===== src/rtl/cpu_pkg.sv =====
// ---------------------------------------------------------------------------
// cpu_pkg
// Shared definitions for the CPU control path: default bus and opcode widths,
// the opcode encoding seen in the IR, and the 4-bit sequencer state encoding
// that is also exported on state_dbg. The IR, the ALU and the benches import
// this package so that every block agrees on the same encodings.
// ---------------------------------------------------------------------------
package cpu_pkg;

  localparam int WORD_W_DEFAULT = 8;
  localparam int OP_W_DEFAULT   = 4;

  // Opcode encoding. Codes 11..14 are not named; they decode as NOP,
  // which is given the top code as its representative value.
  typedef enum logic [3:0] {
    OP_LOAD  = 4'd0,
    OP_STORE = 4'd1,
    OP_ADD   = 4'd2,
    OP_SUB   = 4'd3,
    OP_XOR   = 4'd4,
    OP_AND   = 4'd5,
    OP_OR    = 4'd6,
    OP_BEQ   = 4'd7,
    OP_BNE   = 4'd8,
    OP_JMP   = 4'd9,
    OP_HALT  = 4'd10,
    OP_NOP   = 4'd15
  } opcode_t;

  // Sequencer states; this encoding is visible on state_dbg.
  typedef enum logic [3:0] {
    FETCH_ADDR = 4'd0,
    FETCH_MEM  = 4'd1,
    FETCH_IR   = 4'd2,
    DECODE     = 4'd3,
    OPER_MEM   = 4'd4,
    OPER_EXEC  = 4'd5,
    STORE_DATA = 4'd6,
    STORE_MEM  = 4'd7,
    STEP_WAIT  = 4'd8,
    HALT       = 4'd9
  } state_t;

endpackage


===== src/rtl/edge_detect.sv =====
// ---------------------------------------------------------------------------
// edge_detect
// Rising-edge detector: one history register and an AND gate. o_rise is high
// in the cycle where i_level is 1 and was 0 at the previous clock edge, so a
// level held high produces a single one-cycle pulse.
//
// Ports:
//   clock    in  1  rising-edge clock
//   n_reset  in  1  synchronous active-low reset, clears the history register
//   i_level  in  1  level to watch
//   o_rise   out 1  high while i_level is newly high
// ---------------------------------------------------------------------------
module edge_detect (
  input  logic clock,
  input  logic n_reset,
  input  logic i_level,
  output logic o_rise
);

  logic r_prev;

  // Remember the level seen at the last edge; reset forgets any pending edge
  // so a request raised during reset still counts once the block restarts.
  always_ff @(posedge clock) begin
    if (!n_reset) begin
      r_prev <= 1'b0;
    end else begin
      r_prev <= i_level;
    end
  end

  assign o_rise = i_level & ~r_prev;

endmodule


===== src/rtl/cpu_sequencer.sv =====
// ---------------------------------------------------------------------------
// cpu_sequencer
// Microsequencer for a small accumulator CPU. Walks the fetch / decode /
// operand / execute / store phases of each instruction and drives the datapath
// and ALU control strobes. Supports single-instruction stepping driven by
// step_req and a HALT state that only reset can leave.
//
// Ports:
//   clock, n_reset        clock and synchronous active-low reset
//   op[OP_W-1:0]          opcode from the IR
//   z_flag                ALU zero flag (conditional branches)
//   step_mode, step_req   stepping enable and step request
//   ACC_bus .. CS, R_NW   datapath and memory controls
//   ALU_*                 ALU operand/function selects
//   halted                high in HALT
//   state_dbg[3:0]        current state encoding
// ---------------------------------------------------------------------------
module cpu_sequencer
  import cpu_pkg::*;
#(
  parameter int WORD_W = WORD_W_DEFAULT,
  parameter int OP_W   = OP_W_DEFAULT
) (
  input  logic            clock,
  input  logic            n_reset,
  input  logic [OP_W-1:0] op,
  input  logic            z_flag,
  input  logic            step_mode,
  input  logic            step_req,
  output logic            ACC_bus,
  output logic            load_ACC,
  output logic            PC_bus,
  output logic            load_PC,
  output logic            INC_PC,
  output logic            load_IR,
  output logic            load_MAR,
  output logic            MDR_bus,
  output logic            load_MDR,
  output logic            Addr_bus,
  output logic            CS,
  output logic            R_NW,
  output logic            ALU_ACC,
  output logic            ALU_add,
  output logic            ALU_sub,
  output logic            ALU_xor,
  output logic            ALU_and,
  output logic            ALU_or,
  output logic            halted,
  output logic [3:0]      state_dbg
);

  // Parameter sanity: the decode below needs at least four opcode bits.
  if (OP_W < 4) begin : gBadOpW
    $error("cpu_sequencer: OP_W must be at least 4");
  end
  if (WORD_W < 1) begin : gBadWordW
    $error("cpu_sequencer: WORD_W must be positive");
  end

  state_t     r_state;
  logic       w_stepRise;
  logic       w_opHigh;
  logic [3:0] w_opLow;
  logic       w_isLoadAlu;
  logic       w_isStore;
  logic       w_isHalt;
  logic       w_takeJump;
  state_t     w_endState;

  edge_detect uStepEdge (
    .clock   (clock),
    .n_reset (n_reset),
    .i_level (step_req),
    .o_rise  (w_stepRise)
  );

  // Opcodes wider than four bits: any set upper bit makes the code a NOP.
  if (OP_W > 4) begin : gOpHigh
    assign w_opHigh = |op[OP_W-1:4];
  end else begin : gOpNarrow
    assign w_opHigh = 1'b0;
  end

  assign w_opLow = op[3:0];

  // Opcode classes used by both the next-state logic and the DECODE strobes.
  // A jump is taken for JMP, BEQ with Z set, or BNE with Z clear.
  always_comb begin
    w_isLoadAlu = 1'b0;
    w_isStore   = 1'b0;
    w_isHalt    = 1'b0;
    w_takeJump  = 1'b0;
    if (!w_opHigh) begin
      case (w_opLow)
        OP_LOAD, OP_ADD, OP_SUB, OP_XOR, OP_AND, OP_OR: w_isLoadAlu = 1'b1;
        OP_STORE: w_isStore  = 1'b1;
        OP_BEQ:   w_takeJump = z_flag;
        OP_BNE:   w_takeJump = ~z_flag;
        OP_JMP:   w_takeJump = 1'b1;
        OP_HALT:  w_isHalt   = 1'b1;
        default:  ;
      endcase
    end
  end

  // Where every instruction finishes: park in STEP_WAIT when stepping.
  assign w_endState = step_mode ? STEP_WAIT : FETCH_ADDR;

  // State register. Reset wins from any state, including STORE_MEM and HALT,
  // which aborts whatever instruction was in flight. STEP_WAIT leaves on a
  // fresh step_req edge; an edge seen in any other state is simply dropped
  // because the detector's history has already moved on by the time we wait.
  always_ff @(posedge clock) begin
    if (!n_reset) begin
      r_state <= FETCH_ADDR;
    end else begin
      case (r_state)
        FETCH_ADDR: r_state <= FETCH_MEM;
        FETCH_MEM:  r_state <= FETCH_IR;
        FETCH_IR:   r_state <= DECODE;
        DECODE: begin
          if (w_isHalt) begin
            r_state <= HALT;
          end else if (w_isLoadAlu) begin
            r_state <= OPER_MEM;
          end else if (w_isStore) begin
            r_state <= STORE_DATA;
          end else begin
            r_state <= w_endState;
          end
        end
        OPER_MEM:   r_state <= OPER_EXEC;
        OPER_EXEC:  r_state <= w_endState;
        STORE_DATA: r_state <= STORE_MEM;
        STORE_MEM:  r_state <= w_endState;
        STEP_WAIT: begin
          if (!step_mode || w_stepRise) begin
            r_state <= FETCH_ADDR;
          end
        end
        HALT:       r_state <= HALT;
        default:    r_state <= FETCH_ADDR;
      endcase
    end
  end

  // Control strobes, decoded from the current state (and op/z in DECODE).
  // Everything defaults low except R_NW, which idles in the read direction
  // so only STORE_MEM ever presents a write to memory. Each state drives at
  // most one of the four bus enables.
  always_comb begin
    ACC_bus  = 1'b0;
    load_ACC = 1'b0;
    PC_bus   = 1'b0;
    load_PC  = 1'b0;
    INC_PC   = 1'b0;
    load_IR  = 1'b0;
    load_MAR = 1'b0;
    MDR_bus  = 1'b0;
    load_MDR = 1'b0;
    Addr_bus = 1'b0;
    CS       = 1'b0;
    R_NW     = 1'b1;
    ALU_ACC  = 1'b0;
    ALU_add  = 1'b0;
    ALU_sub  = 1'b0;
    ALU_xor  = 1'b0;
    ALU_and  = 1'b0;
    ALU_or   = 1'b0;
    halted   = 1'b0;
    case (r_state)
      FETCH_ADDR: begin
        PC_bus   = 1'b1;
        load_MAR = 1'b1;
        INC_PC   = 1'b1;
        load_PC  = 1'b1;
      end
      FETCH_MEM: CS = 1'b1;
      FETCH_IR: begin
        MDR_bus = 1'b1;
        load_IR = 1'b1;
      end
      DECODE: begin
        if (w_isLoadAlu || w_isStore) begin
          Addr_bus = 1'b1;
          load_MAR = 1'b1;
        end else if (w_takeJump) begin
          Addr_bus = 1'b1;
          load_PC  = 1'b1;
        end
      end
      OPER_MEM: CS = 1'b1;
      OPER_EXEC: begin
        MDR_bus  = 1'b1;
        ALU_ACC  = 1'b1;
        load_ACC = 1'b1;
        if (!w_opHigh) begin
          case (w_opLow)
            OP_ADD:  ALU_add = 1'b1;
            OP_SUB:  ALU_sub = 1'b1;
            OP_XOR:  ALU_xor = 1'b1;
            OP_AND:  ALU_and = 1'b1;
            OP_OR:   ALU_or  = 1'b1;
            default: ;
          endcase
        end
      end
      STORE_DATA: begin
        ACC_bus  = 1'b1;
        load_MDR = 1'b1;
      end
      STORE_MEM: begin
        CS   = 1'b1;
        R_NW = 1'b0;
      end
      HALT:    halted = 1'b1;
      default: ;
    endcase
  end

  assign state_dbg = r_state;

endmodule


===== config.mk =====
export PLATFORM = sky130hd
export DESIGN_NAME = cpu_sequencer
export DESIGN_NICKNAME = d
export VERILOG_FILES = /design/src/rtl/cpu_pkg.sv /design/src/rtl/edge_detect.sv /design/src/rtl/cpu_sequencer.sv
export SDC_FILE = /design/constraint.sdc
export NUM_CORES = 1
export LEC_CHECK = 0
export ABC_CLOCK_PERIOD_IN_PS = 2300
export CAP_MARGIN = 20
export CORE_MARGIN = 5
export CORE_UTILIZATION = 39
export DETAILED_ROUTE_END_ITERATION = 8
export PLACE_DENSITY = 0.83
export SYNTH_ARGS = -nofsm -noshare
export SYNTH_HDL_FRONTEND = slang
export SYNTH_SLANG_ARGS = --single-unit

===== constraint.sdc =====
create_clock -name clock -period 2.3 [get_ports clock]
set_input_delay 0.46 -clock clock [delete_from_list [all_inputs] [get_ports clock]]
set_output_delay 0.46 -clock clock [all_outputs]
set_load 0.1 [all_outputs]

==> metrics.md <==
| Metric | Value |
|---|---|
| Mapped Nets | `86` |
| Clock Latency Late Sink | `0.23 ns` |
| FF-to-FF End | `state_dbg[3]` |
| R2R cell count | `4` |
| CORE AREA | `0.001301 mm^2` |
| Final #Nets | `120` |
| Skew final | `0.002121 ns` |
| Worst Setup SP | `op[2]` |
| Utilization after layout | `0.9192` |
| Initial core utilization | `0.4154` |
| Initial DRT Pass Iterations | `4` |
| Critical Path Start Type | `primary input` |
| Total CTS buffers | `3` |
| Worst path cell trace | `clkdlybuf4s50_1 > buf_4 > nor3_2 > a21oi_4 > o21ai_4 > buf_12` |
| Reg2reg setup slack | `0.89 ns` |
| DRT Wirelength | `2.269 mm` |
| Commonest non-fill, non-tap cell in the layout | `buf_12` |
| Filler cell count | `54` |
| Critical Path RT | `1.84 ns` |
| Synthesis-to-layout area growth | `121.3%` |
| HP Start | `state_dbg[2]` |
| Min Tclk post-route | `2.242 ns` |
| Synth Area per Inst | `7.020 um^2` |
| Sequential area share after synthesis | `0.1852` |
| Min-delay worst type | `reg2reg` |
| DR iter-0 viols | `20` |
| Drt drc | `0` |
| Pwr Density | `487.5 mW/mm^2` |
| Vias/cell | `5.768` |
| Pwr Total | `0.5832 mW` |
| H-tree Lvls | `1` |
| Slowest Stage Delay on Critical Path | `0.41 ns` |
| Chip height | `47.23 um` |
| R2R Path Start | `state_dbg[2]` |
| Post-Synth Simple-Gate Area | `0.4583` |
| Count of final setup violators | `0` |
| Die X-Extent | `47.23 um` |
| Worst-path clk slew | `0.04 ns` |
| Clock Sinks | `5` |
| Antenna viol nets, final | `0` |
| Gate Count Post-Synth | `77` |
| Cell Area, Synth | `540.5 um^2` |
| TritonCTS clock tree | `yes` |
| Yosys top cell area share | `0.1852` |
| WL per Instance | `18.15 um` |
| Antenna cells | `0` |
| Post-synthesis cell type count | `33` |
| First-pass GRT wire length | `2.918 mm` |
| Largest cells by area after synthesis | `dfxtp_1, nand2_1, nor2_1` |
| Yosys reg bits | `5` |
| Max-slew headroom | `0.7636` |
| EDFF count, synth | `0` |
| Tcrit/Tclk final | `0.9749` |
| Cell taking the most area after synthesis | `dfxtp_1` |
| CP Capture Type | `output port` |
| CP arrival | `1.78 ns` |
| Largest family of logic cells by synthesized area | `simple AND/OR/NAND/NOR gates` |
| DP Wirelength | `1.541 mm` |
| Crit path max-delay cell type | `clkdlybuf4s50_1` |
| Initial antenna violation count | `0` |
| GRT overflow | `0` |
| End point of the critical path | `load_PC` |
| Routability cong. | `0.8076` |
| Synth Area in Compound Gates | `0.1690` |
| Count of final hold-check violations | `0` |
| Via count | `721` |
| Pleak | `0.4780 nW` |
| Max Slew Vio Count | `0` |
| Pin count of the biggest net entering global routing | `16` |
| Warnings, synthesis | `0` |
| Share of cells above drive strength 1 | `0.5273` |
| Worst-path fanout max | `5` |
| Crit path kind | `in2out` |
| Most frequent cells in the layout | `buf_12, buf_4, nand2_1` |
| Ys flop type | `dfxtp_1` |
| Post-synthesis mux area share | `0.01852` |
| Root Driver | `clkbuf_4` |
| Status | `completed` |
| Synth async-reset ratio | `0` |
| Post-synthesis xor/xnor area fraction | `0.01620` |
| Port bufs | `31` |
| Least-Margin Pin Slew | `0.3509 ns` |
| Fmax | `446.0 MHz` |
| Worst-case clock buffer depth | `2` |
| Post-Synth Adder-Cell Area | `0` |
| Row count | `13` |
| Die area | `0.002231 mm^2` |
| Io pins | `32` |
| Max Cap Viol | `0` |
| Maximum VDD drop | `365.9 uV` |
| GR Util All Layers | `0.1846` |
| Number of global-route vias before repair | `694` |
## stage by stage
stage                     hold WS, ns  area [um^2]  setup WS [ns]  TNS [ns]  cells
final                          0.5650         1196        0.05779         0    125
after global routing           0.6053         1196       -0.02688  -0.04412    125
after CTS                      0.5575         1179        0.03797         0    125
after detailed placement       0.5499         1149       -0.07845   -0.1541    121
after global placement         0.5324         1149       -0.02856  -0.05562    121
after floorplan                0.5768        680.7        -0.4398    -1.611     77
## cells by family (layout without fill, tap and decap cells)
logic type | Yosys count | count (layout)
simple gates | 44 | 44
buf+inv | 12 | 45
xor+xnor | 1 | 1
compound gates | 14 | 14
mux | 1 | 1
flops | 5 | 5
## sequential cells by signal, summed over array words and instances (netlist names)
register          flops
state_dbg             4
uStepEdge.r_prev      1
## per-layer routing
layer  global-route usage  wire length [um]  vias to the layer above
li1                     -                 -                      333
met1               0.1824               814                      347
met2               0.3503              1272                       39
met3              0.03831               174                        2
met4              0.09945                 7                        0
met5                    0                 0                        -
## layout make-up
class	instances	area (um^2)	area share
repair buffers	36	530.5	0.4435
clock buffers	4	26.28	0.02197
multi-input cells	60	483.0	0.4038
well taps	15	18.77	0.01569
inverters	5	22.52	0.01883
flip-flops and latches	5	115.1	0.09623
## report_power, final
part	internal, mW	switching (mW)
clock network	0.0652	0.0306
registers	0.0912	0.0143
logic	0.129	0.253
## critical path: cells and delay by family
family / cells / cell delay (ns)
compound gates: 2 / 0.30
simple gates: 1 / 0.26
buf+inv: 3 / 0.76
## Yosys cell counts (all sizes together), types with 2 or more instances
library cell and count:
nand2 10, nor2 10, buf 6, a21oi 5, dfxtp 5, inv 5, nand3 4, nor2b 4
o21ai 3, and4bb 2, nor3 2, or4b 2
## how the worst min path moves through the flow
stage	end	slack, ns	depth (start not counted)
final	state_dbg[2]	0.57	2
after global routing	state_dbg[1]	0.61	2
after detailed placement	state_dbg[2]	0.55	2
after global placement	state_dbg[2]	0.53	2
after CTS	state_dbg[2]	0.56	2
after floorplan	state_dbg[0]	0.58	1
## repair_timing
item                       CTS  global route
buffers inserted             0             0
setup endpoints to repair    2             2
hold buffers                 0             0
pin swaps                    0             0
cloned                       0             0
resized for setup            1             4
No activity file was read; power rests on OpenSTA's default activity.
